--- src/rtl/score_display.sv ---
// Saturating four-digit BCD score counter with a multiplexed common-anode display.
// Each digit is shown for DIV clocks. Blank leading zeros are suppressed.
module score_display #(
    parameter int DIV = 100000
) (
    input  logic        clk,
    input  logic        clr,
    input  logic        inc,
    input  logic        hold,
    output logic [15:0] score,
    output logic [3:0]  AN,
    output logic [6:0]  CA
);

    localparam int RW = $clog2(DIV);

    logic          inc_d_q, inc_d_d;
    logic [15:0]   score_q, score_d;
    logic [RW-1:0] rcnt_q, rcnt_d;
    logic [1:0]    sel_q, sel_d;
    logic [3:0]    an_q, an_d;
    logic [6:0]    ca_q, ca_d;

    logic          inc_event;
    logic          carry;
    logic          rcnt_wrap;
    logic          blank;
    logic [3:0]    digit;
    logic [3:0]    nib;

    always_comb begin
        inc_d_d   = inc;
        inc_event = inc & ~inc_d_q & ~hold;
        score_d   = score_q;
        carry     = 1'b0;
        nib       = 4'd0;
        if (inc_event && score_q != 16'h9999) begin
            carry = 1'b1;
            for (int i = 0; i < 4; i++) begin
                nib = score_q[i*4 +: 4];
                if (carry) begin
                    if (nib == 4'd9) begin
                        score_d[i*4 +: 4] = 4'd0;
                    end else begin
                        score_d[i*4 +: 4] = nib + 4'd1;
                        carry = 1'b0;
                    end
                end
            end
        end

        rcnt_wrap = (rcnt_q == RW'(DIV - 1));
        rcnt_d    = rcnt_wrap ? '0 : rcnt_q + 1'b1;
        sel_d     = rcnt_wrap ? sel_q + 2'd1 : sel_q;

        // A slot is blank when its digit and every digit above it is zero.
        case (sel_q)
            2'd0: begin digit = score_q[3:0];   blank = 1'b0;                    end
            2'd1: begin digit = score_q[7:4];   blank = (score_q[15:4] == 12'd0); end
            2'd2: begin digit = score_q[11:8];  blank = (score_q[15:8] == 8'd0);  end
            default: begin digit = score_q[15:12]; blank = (score_q[15:12] == 4'd0); end
        endcase

        case (digit)
            4'd0: ca_d = 7'b1000000;
            4'd1: ca_d = 7'b1111001;
            4'd2: ca_d = 7'b0100100;
            4'd3: ca_d = 7'b0110000;
            4'd4: ca_d = 7'b0011001;
            4'd5: ca_d = 7'b0010010;
            4'd6: ca_d = 7'b0000010;
            4'd7: ca_d = 7'b1111000;
            4'd8: ca_d = 7'b0000000;
            4'd9: ca_d = 7'b0010000;
            default: ca_d = 7'b1111111;
        endcase

        an_d = ~(4'b0001 << sel_q);
        if (blank) begin
            an_d = 4'b1111;
            ca_d = 7'b1111111;
        end
    end

    always_ff @(posedge clk) begin
        if (clr) begin
            inc_d_q <= 1'b0;
            score_q <= 16'h0000;
            rcnt_q  <= '0;
            sel_q   <= 2'd0;
            an_q    <= 4'b1110;
            ca_q    <= 7'b1000000;
        end else begin
            inc_d_q <= inc_d_d;
            score_q <= score_d;
            rcnt_q  <= rcnt_d;
            sel_q   <= sel_d;
            an_q    <= an_d;
            ca_q    <= ca_d;
        end
    end

    assign score = score_q;
    assign AN    = an_q;
    assign CA    = ca_q;

endmodule
--- config.mk ---
export PLATFORM = sky130hd
export DESIGN_NAME = score_display
export DESIGN_NICKNAME = d
export VERILOG_FILES = /design/src/rtl/score_display.sv
export SDC_FILE = /design/constraint.sdc
export NUM_CORES = 1
export LEC_CHECK = 0
export BUFFER_PORTS_ARGS = -buffer_cell sky130_fd_sc_hd__buf_2
export CAP_MARGIN = 20
export CORE_MARGIN = 2
export CORE_UTILIZATION = 57
export CTS_BUF_LIST = sky130_fd_sc_hd__clkbuf_8
export CTS_CLUSTER_DIAMETER = 40
export CTS_CLUSTER_SIZE = 30
export DETAILED_ROUTE_END_ITERATION = 8
export PLACE_DENSITY_LB_ADDON = 0.15
export SLEW_MARGIN = 20
export SYNTH_ARGS = -nofsm -noshare
export SYNTH_HDL_FRONTEND = slang
export SYNTH_SLANG_ARGS = --single-unit
--- constraint.sdc ---
create_clock -name clk -period 2.3 [get_ports clk]
set_input_delay 0.115 -clock clk [delete_from_list [all_inputs] [get_ports clk]]
set_output_delay 0.115 -clock clk [all_outputs]
set_load 0.02 [all_outputs]
==> flow_summary.ini, run 1 <==
[run_status]
run_status = finished clean

[layout]
regArea_sq_um = 943.4
drive_above_1_share_pct = 21.28
multi_input_area_sq_um = 1297
stdcell_count = 346
nets_finish = 310
flow.area_growth_from_synthesis_pct = 14.33
ant_cells = 0
final.fill_count = 323

[global_route]
grt_overflow_total = 0
maximum_number_of_pins_on_one_net_before_global_route_repair = 29
grt_pass1_wl_um = 7500
first_global_vias = 1677
antenna_found_initial = 0
grt_usage_pct = 21.27

[cts]
number_of_sinks_on_the_clock_net = 47
cts-root-buf = clkbuf_8
number_of_buffers_added_by_the_clock_tree_synthesis_step = 5
tritoncts = done
ctsLongestPathBuffers = 2
worst_setup_hold_path_clk_slew_ps = 90
worst_skew_pair.late_latency_ps = 300
ctsHoldBuffers = 0
h-tree-depth = 2

[route]
detailroute.wirelength.met3_um = 161
drtAntennaViolNets = 0
route.final.wire_length_um = 4374
drc_errors = 0
post_detailed_route_via_to_cell_ratio = 5.436
routed-via-count = 1881
topRoutingLayerUsed = met4
drt_pass1_iterations = 4
met2WireLength_um = 1870
detailed_routing_wirelength_on_met1_um = 2284
wl_per_cell_um = 12.64
detailedRoute.firstIterationViolations = 111

[logic_synthesis]
warnings_synthesis = 0
post_synthesis_cell_type_with_the_largest_combined_area = dfxtp_1
synth.area.top_cells = dfxtp_1, nor2_1, ha_1, xor2_1, a21oi_1
post_synth_num_cell_types = 48
synthDominantCellAreaShare_pct = 40.67
syn_nets = 275
asyncSetResetFlopFracSynth_pct = 0
synthMostInstantiatedCell = dfxtp_1
synth.ff_latch_count = 47
seq_area_frac_synth_pct = 40.67
synth_enable_flop_cells = 0
syn_area_sq_um = 2313
ys.flop_type = dfxtp_1
netlist_top_cells_count = dfxtp_1, nor2_1, nand2_1
synth.avg_cell_area_sq_um = 8.898
cell_count_after_synthesis = 260

[sta]
timing.fmax_mhz = 476.7
grt_setup_unrepaired = no
fin_crit_ps = 2098
period_share_pct = 91.21
setup-tns-final_ps = 0
final_setup_violating_endpoints = 0
timing_worst_slew_pin_value_ps = 589.4
timing_hold_violations_final = 0
slew_violations = 0
slew_headroom_pct = 60.71
timing.clock.skew_ps = 3.409

[place]
gp_congestion = 0.8397
total_placed_cells_including_tap_cells = 338
count_of_input_and_output_buffers = 30
detailed_placement_wirelength_estimate_um = 3076

[critical_path]
r2r-start = sel_q[0]$_SDFFE_PP0N_
cp_data_required_time_ps = 2530
critPathCaptureType = flop
startpoint = sel_q[0]$_SDFFE_PP0N_
path_class = reg2reg
worst_setup_path_start_kind = flop
worstPathMaxFanout = 5
worst_ep_arrival_time_ps = 2330

[floorplanning]
num_io_pins = 31
dieHeight_um = 67.71
floorplan.rows = 23
placeableCoreArea_sq_um = 3943
die_w_um = 67.71
initial_utilization_pct = 58.68
floorplan.die_area_sq_um = 4585

[power]
p_per_area_nw_per_um2 = 573.1
worst_ir_drop_vdd_v = 0.0002902
leakagePower_nw = 1.086

[hold_path]
hold_class = in2reg
hold_start = inc

[run]
timing.max_cap.violations = 0
## cells in the final DEF, fill, tap and decap left out, drive strengths merged, types with 2 or more instances in the layout
master  netlist  routed
nor4          3       3
a22oi         2       2
a222oi        3       3
a311oi        2       2
mux2i         3       3
xor2         12      12
nor2         37      37
ha           11      11
nand3        11      11
nor2b         5       5
buf           4      35
dfxtp        47      47
mux2          3       3
nor3b         3       3
and4          3       3
and4bb        4       4
inv          10      11
and3          4       4
nand2        19      19
a21oi        19      19
nor3         11      11
nand4         6       6
o211ai        2       2
clkbuf        3       5
xnor2        10      10
o21ai         8       8
## routing by layer
| metal | GRT usage [%] | up-vias |
|---|---|---|
| met2 | 31.99 | 36 |
| met1 | 29.90 | 860 |
| met4 | 8.418 | 0 |
| met5 | 0 | - |
| met3 | 4.000 | 5 |
| li1 | - | 980 |
## flip-flops by register name, summed over array words and instances (netlist names)
register and cells:
inc_d_q 1, score 16, CA 7, sel_q 2, rcnt_q 17, AN 4
## worst paths after layout
kind | endpoint | slack (ps) | cells after the start
max reg2reg | CA[4]$_SDFF_PP0_ | 200 | 9
max | CA[4]$_SDFF_PP0_ | 200 | 9
min reg2reg | rcnt_q[0]$_SDFF_PP0_ | 470 | 1
min | inc_d_q$_SDFF_PP0_ | 40 | 2
## power by group
group	leakage [nW]	internal (W)	switching (W)
registers	0.381	0.000824	0.00000837
logic	0.646	0.0000260	0.0000395
clock network	0.0587	0.000329	0.000289
total	1.09	0.00118	0.000337
## layout make-up
| cell class | count | area share (%) |
|---|---|---|
| flip-flops and latches | 47 | 35.67 |
| well taps | 50 | 2.365 |
| clock inverters | 3 | 1.798 |
| inverters | 10 | 1.419 |
| repair buffers | 35 | 7.096 |
| multi-input cells | 196 | 49.05 |
| clock buffers | 5 | 2.602 |
## timing repair
item	CTS	global route
buffers inserted	0	0
endpoints found under the setup margin	0	7
hold endpoints to repair	0	0
gates resized for setup	0	7
## metrics by stage
step           hold slack [ps]  power (W)  area, sq um  utilization (%)  setup slack, ps
3_3_place_gp             345.8  0.0009154         2511            63.69            168.6
2_1_floorplan            243.2  0.0009008         2313                -            325.2
4_1_cts                  33.46   0.001532         2628            66.65            47.07
5_1_grt                  54.19   0.001571         2645            67.09            12.58
3_5_place_dp             352.6  0.0009161         2511            63.69            79.57
6_report                 35.69   0.001516         2645            67.09            202.1
## cell families after synthesis
logic type / count (synthesis) / share of synthesized area, %
flops: 47 / 40.67
xor+xnor: 22 / 8.329
mux: 6 / 2.920
compound gates: 45 / 12.71
fa+ha+maj: 11 / 5.949
simple gates: 112 / 25.53
buf+inv: 17 / 3.894
## critical path: stages (launching register included)
cell	delay, ps
dfxtp_2	360
inv_1	100
ha_2	240
a222oi_1	120
mux2_4	310
ha_1	230
mux2_2	260
o211ai_1	150
o21ai_0	110
a21oi_1	150
Power figures use the tool's default switching activity.
==> run 2: changes to the inputs <==
--- a/config.mk
+++ b/config.mk
@@ -14,6 +14,7 @@
 export CTS_CLUSTER_SIZE = 30
 export DETAILED_ROUTE_END_ITERATION = 8
 export PLACE_DENSITY_LB_ADDON = 0.15
+export REMOVE_ABC_BUFFERS = 1
 export SLEW_MARGIN = 20
 export SYNTH_ARGS = -nofsm -noshare
 export SYNTH_HDL_FRONTEND = slang
==> flow_summary.ini, run 2 (synthesis results as in run 1) <==
[run_status]
run_status = finished clean

[cts]
number_of_buffers_added_by_the_clock_tree_synthesis_step = 5
tritoncts = done
h-tree-depth = 2
worst_setup_hold_path_clk_slew_ps = 80
cts-root-buf = clkbuf_8
worst_skew_pair.late_latency_ps = 300
ctsHoldBuffers = 0
number_of_sinks_on_the_clock_net = 47
ctsLongestPathBuffers = 2

[sta]
setup-tns-final_ps = 0
slew_violations = 0
timing_worst_slew_pin_value_ps = 573.0
timing.clock.skew_ps = 4.196
period_share_pct = 94.33
slew_headroom_pct = 61.80
timing.fmax_mhz = 460.9
timing_hold_violations_final = 0
fin_crit_ps = 2170
final.hold.worst_slack_ps = 34.16
final_setup_violating_endpoints = 0

[layout]
drive_above_1_share_pct = 21.55
layout.cells.most_common_list = dfxtp_1, nor2_1, buf_2
number_of_flip_flops_in_the_largest_register = 17
flow.area_growth_from_synthesis_pct = 14.71
max_flop_register = rcnt_q
nets_finish = 312
post-route-util_pct = 67.31
ant_cells = 0
layout.cells.most_common = dfxtp_1
final.fill_count = 323

[critical_path]
worst_setup_path_start_kind = flop
setup.reg_to_reg.worst_slack_ps = 130
r2r-start = sel_q[0]$_SDFFE_PP0N_
startpoint = sel_q[0]$_SDFFE_PP0N_
path_class = reg2reg
worstPathMaxFanout = 6
timing.reg2reg.worst_path_depth = 9
worst_ep_arrival_time_ps = 2400
cp_data_required_time_ps = 2530
setup_crit_end = CA[4]$_SDFF_PP0_
worst_r2r_endpoint = CA[4]$_SDFF_PP0_
critPathCaptureType = flop

[route]
drtAntennaViolNets = 0
detailedRoute.firstIterationViolations = 153
routed-via-count = 1925
wl_per_cell_um = 13.07
drt_pass1_iterations = 5
post_detailed_route_via_to_cell_ratio = 5.548
drc_errors = 0
route.final.wire_length_um = 4536

[hold_path]
hold_class = in2reg

[power]
leakagePower_nw = 1.087
p_per_area_nw_per_um2 = 560.0
worst_ir_drop_vdd_v = 0.0003456

[floorplanning]
num_io_pins = 31
floorplan.rows = 23
initial_utilization_pct = 58.68
die_w_um = 67.71
floorplan.die_area_sq_um = 4585
placeableCoreArea_sq_um = 3943
dieHeight_um = 67.71

[place]
detailed_placement_wirelength_estimate_um = 3229
gp_congestion = 0.8656
count_of_input_and_output_buffers = 30

[global_route]
grt_overflow_total = 0
first_global_vias = 1597
maximum_number_of_pins_on_one_net_before_global_route_repair = 29
antenna_found_initial = 0
grt_pass1_wl_um = 7251
grt_usage_pct = 21.12

[run]
timing.max_cap.violations = 0
-- run 2: how the worst min path moves through the flow --
stage | from | to | cells after the start
floorplan | clr | AN[0]$_SDFF_PP0_ | 1
global placement | inc | inc_d_q$_SDFF_PP0_ | 2
detailed placement | inc | inc_d_q$_SDFF_PP0_ | 2
CTS | inc | inc_d_q$_SDFF_PP0_ | 2
global route | inc | inc_d_q$_SDFF_PP0_ | 2
finish | inc | inc_d_q$_SDFF_PP0_ | 2
-- run 2: where the power goes --
part	switching, W	internal, W	total [W]
Sequential	0.00000822	0.000824	0.000832
Clock	0.000267	0.000317	0.000584
Combinational	0.0000409	0.0000292	0.0000701
-- run 2: metal layers --
metal / vias up / part of all wire [%] / global-route usage (%)
li1: 991 / - / -
met1: 887 / 49 / 29.22
met2: 43 / 45 / 31.13
met3: 4 / 4.9 / 6.000
met4: 0 / 1.3 / 7.653
met5: - / 0 / 0
-- run 2: area by class of cell --
class,instances,area [sq um],area share (%)
clock buffer,5,68.82,2.593
clock inverter,2,37.54,1.414
inverter,10,37.54,1.414
multi-input combinational,196,1301,49.03
sequential,47,943.4,35.55
tap,50,62.56,2.357
timing repair buffer,37,202.7,7.638
-- run 2: timing repair --
item | 4_1_cts | 5_1_grt
buffers inserted | 0 | 3
gates resized for setup | 0 | 7
setup endpoints to repair | 0 | 7
-- run 2: worst max-delay path, stage by stage (launching register included) --
cell and delay, ps:
dfxtp_2 350, inv_1 80, ha_1 280, a222oi_1 130, mux2_4 340, ha_1 230, mux2_2 270, o211ai_1 160
o21ai_0 110, a21oi_1 150
-- run 2: through the flow --
step	power, W	cells	instance area (sq um)	setup WS (ps)
4_1_cts	0.001506	344	2610	44.22
3_3_place_gp	0.0009154	337	2504	178.0
5_1_grt	0.001549	347	2654	-50.51
3_5_place_dp	0.0009164	337	2504	84.45
6_report	0.001486	347	2654	130.4
2_1_floorplan	0.0008901	253	2261	233.1
==> run 3: changes to the inputs <==
--- a/config.mk
+++ b/config.mk
@@ -15,6 +15,7 @@
 export DETAILED_ROUTE_END_ITERATION = 8
 export PLACE_DENSITY_LB_ADDON = 0.15
 export REMOVE_ABC_BUFFERS = 1
+export SETUP_SLACK_MARGIN = 0.2
 export SLEW_MARGIN = 20
 export SYNTH_ARGS = -nofsm -noshare
 export SYNTH_HDL_FRONTEND = slang
==> flow_summary.ini, run 3 (synthesis results as in run 1) <==
[floorplanning]
floorplan.rows = 23
placeableCoreArea_sq_um = 3943
floorplan.die_area_sq_um = 4585
die_w_um = 67.71
initial_utilization_pct = 58.68
dieHeight_um = 67.71
num_io_pins = 31

[cts]
worst_setup_hold_path_clk_slew_ps = 80
ctsLongestPathBuffers = 2
worst_skew_pair.late_latency_ps = 300
cts-root-buf = clkbuf_8
number_of_sinks_on_the_clock_net = 47
tritoncts = done
number_of_buffers_added_by_the_clock_tree_synthesis_step = 5
h-tree-depth = 2

[route]
drt_pass1_iterations = 5
drc_errors = 0
wl_per_cell_um = 13.20
route.final.wire_length_um = 4621
drtAntennaViolNets = 0
routed-via-count = 1940
detailedRoute.firstIterationViolations = 140
post_detailed_route_via_to_cell_ratio = 5.543

[critical_path]
worstPathMaxFanout = 5
critical_path_cell_with_the_highest_stage_delay = dfxtp_4
max_stage_delay_ps = 410
worst_setup_path_start_kind = flop
critPathCaptureType = flop
cp_data_required_time_ps = 2470
worst_ep_arrival_time_ps = 2220
cell_chain_of_the_critical_path = inv_4 > ha_4 > a222oi_1 > mux2_4 > ha_4 > nand2_1 > o211ai_1 > o211ai_1 > o21ai_0 > a21oi_1
timing.reg2reg.worst_path_depth = 10
path_class = reg2reg

[power]
pwr-share-seq_pct = 55.5
total_switching_power_w = 0.0003242
power.clock.fraction_pct = 39.6
leakagePower_nw = 1.114
p_per_area_nw_per_um2 = 543.6
internal_power_w = 0.001170
netSwitchingFraction_pct = 21.69
comb_power_share_pct = 4.9
final_total_power_w = 0.001494
worst_ir_drop_vdd_v = 0.0003498

[hold_path]
hold_class = in2reg
holdPathStages = 2

[layout]
layout.cells.most_common = dfxtp_1
number_of_flip_flops_in_the_largest_register = 17
flow.area_growth_from_synthesis_pct = 18.82
layout.cells.most_common_list = dfxtp_1, nor2_1, buf_2
drive_above_1_share_pct = 24.67
nets_finish = 315
ant_cells = 0
max_flop_register = rcnt_q

[sta]
timing_worst_slew_pin_value_ps = 612.6
slew_violations = 0
grt_setup_unrepaired = yes
slew_headroom_pct = 59.16
timing_hold_violations_final = 0
fin_crit_ps = 2050
final_setup_violating_endpoints = 0
period_share_pct = 89.15
timing.clock.skew_ps = 3.217
setup-tns-final_ps = 0
timing.fmax_mhz = 487.7

[global_route]
grt_usage_pct = 21.47
grt_overflow_total = 0
grt_pass1_wl_um = 7334
antenna_found_initial = 0
maximum_number_of_pins_on_one_net_before_global_route_repair = 29
first_global_vias = 1611

[run_status]
run_status = finished clean

[place]
count_of_input_and_output_buffers = 30
detailed_placement_wirelength_estimate_um = 3229
gp_congestion = 0.8656

[run]
timing.max_cap.violations = 0
==> run 3: changes by cell type in the layout (fill, tap and decap cells not counted), sizes merged <==
cell  before  now
buf       37   40
==> run 3: cell type report <==
type                       instances  area (sq um)
clock inverter                     2         37.54
tap                               50         62.56
multi-input combinational        196          1366
clock buffer                       5         68.82
sequential                        47         948.4
fill                             299          1194
inverter                          10         40.04
timing repair buffer              40         225.2
==> run 3: critical path, delay by kind of cell (launching register included) <==
kind	cells	cell delay, ps
buffers and inverters	1	60
AND/OR/NAND/NOR	1	50
adder cells (fa/ha/maj)	2	320
AO/OA/AOI/OAI	5	800
flip-flops	1	410
multiplexers	1	280
==> run 3: per-layer routing <==
metal	vias up	wire [um]	part of all wire, %	global-route usage (%)
met5	-	0	0	0
met4	0	41	0.89	7.653
met3	3	246	5.3	6.000
met2	49	2110	46	31.99
met1	894	2222	48	29.53
li1	994	-	-	-
==> run 3: stage by stage <==
stage	instance area [sq um]	worst slack, ps	std cells	hold slack [ps]	util (%)
after floorplan	2261	233.1	253	184.1	-
after global placement	2504	178.0	337	344.4	63.50
after detailed placement	2504	84.45	337	351.7	63.50
after CTS	2690	229.3	348	27.08	68.23
after global routing	2749	123.8	350	33.68	69.72
final	2749	249.5	350	30.39	69.72
==> run 3: power by group through the flow <==
stage	Clock [W]	Sequential, W	Combinational, W
2_1_floorplan	0	0.000856	0.0000338
3_3_place_gp	0	0.000851	0.0000642
3_5_place_dp	0	0.000851	0.0000651
4_1_cts	0.000608	0.000831	0.0000704
5_1_grt	0.000636	0.000832	0.0000828
6_report	0.000591	0.000829	0.0000734
==> run 3: worst paths after layout <==
| kind | start | endpoint | slack, ps |
|---|---|---|---|
| max | sel_q[0]$_SDFFE_PP0N_ | CA[4]$_SDFF_PP0_ | 250 |
| min | inc | inc_d_q$_SDFF_PP0_ | 30 |
| max reg2reg | sel_q[0]$_SDFFE_PP0N_ | CA[4]$_SDFF_PP0_ | 250 |
| min reg2reg | rcnt_q[0]$_SDFF_PP0_ | rcnt_q[0]$_SDFF_PP0_ | 460 |
==> run 3: what timing repair did <==
action | 4_1_cts | 5_1_grt
buffers inserted | 4 | 2
hold buffers | 0 | 0
gates resized for setup | 13 | 10
setup endpoints to repair | 7 | 7
gates cloned | 0 | 0
pin swaps | 2 | 4
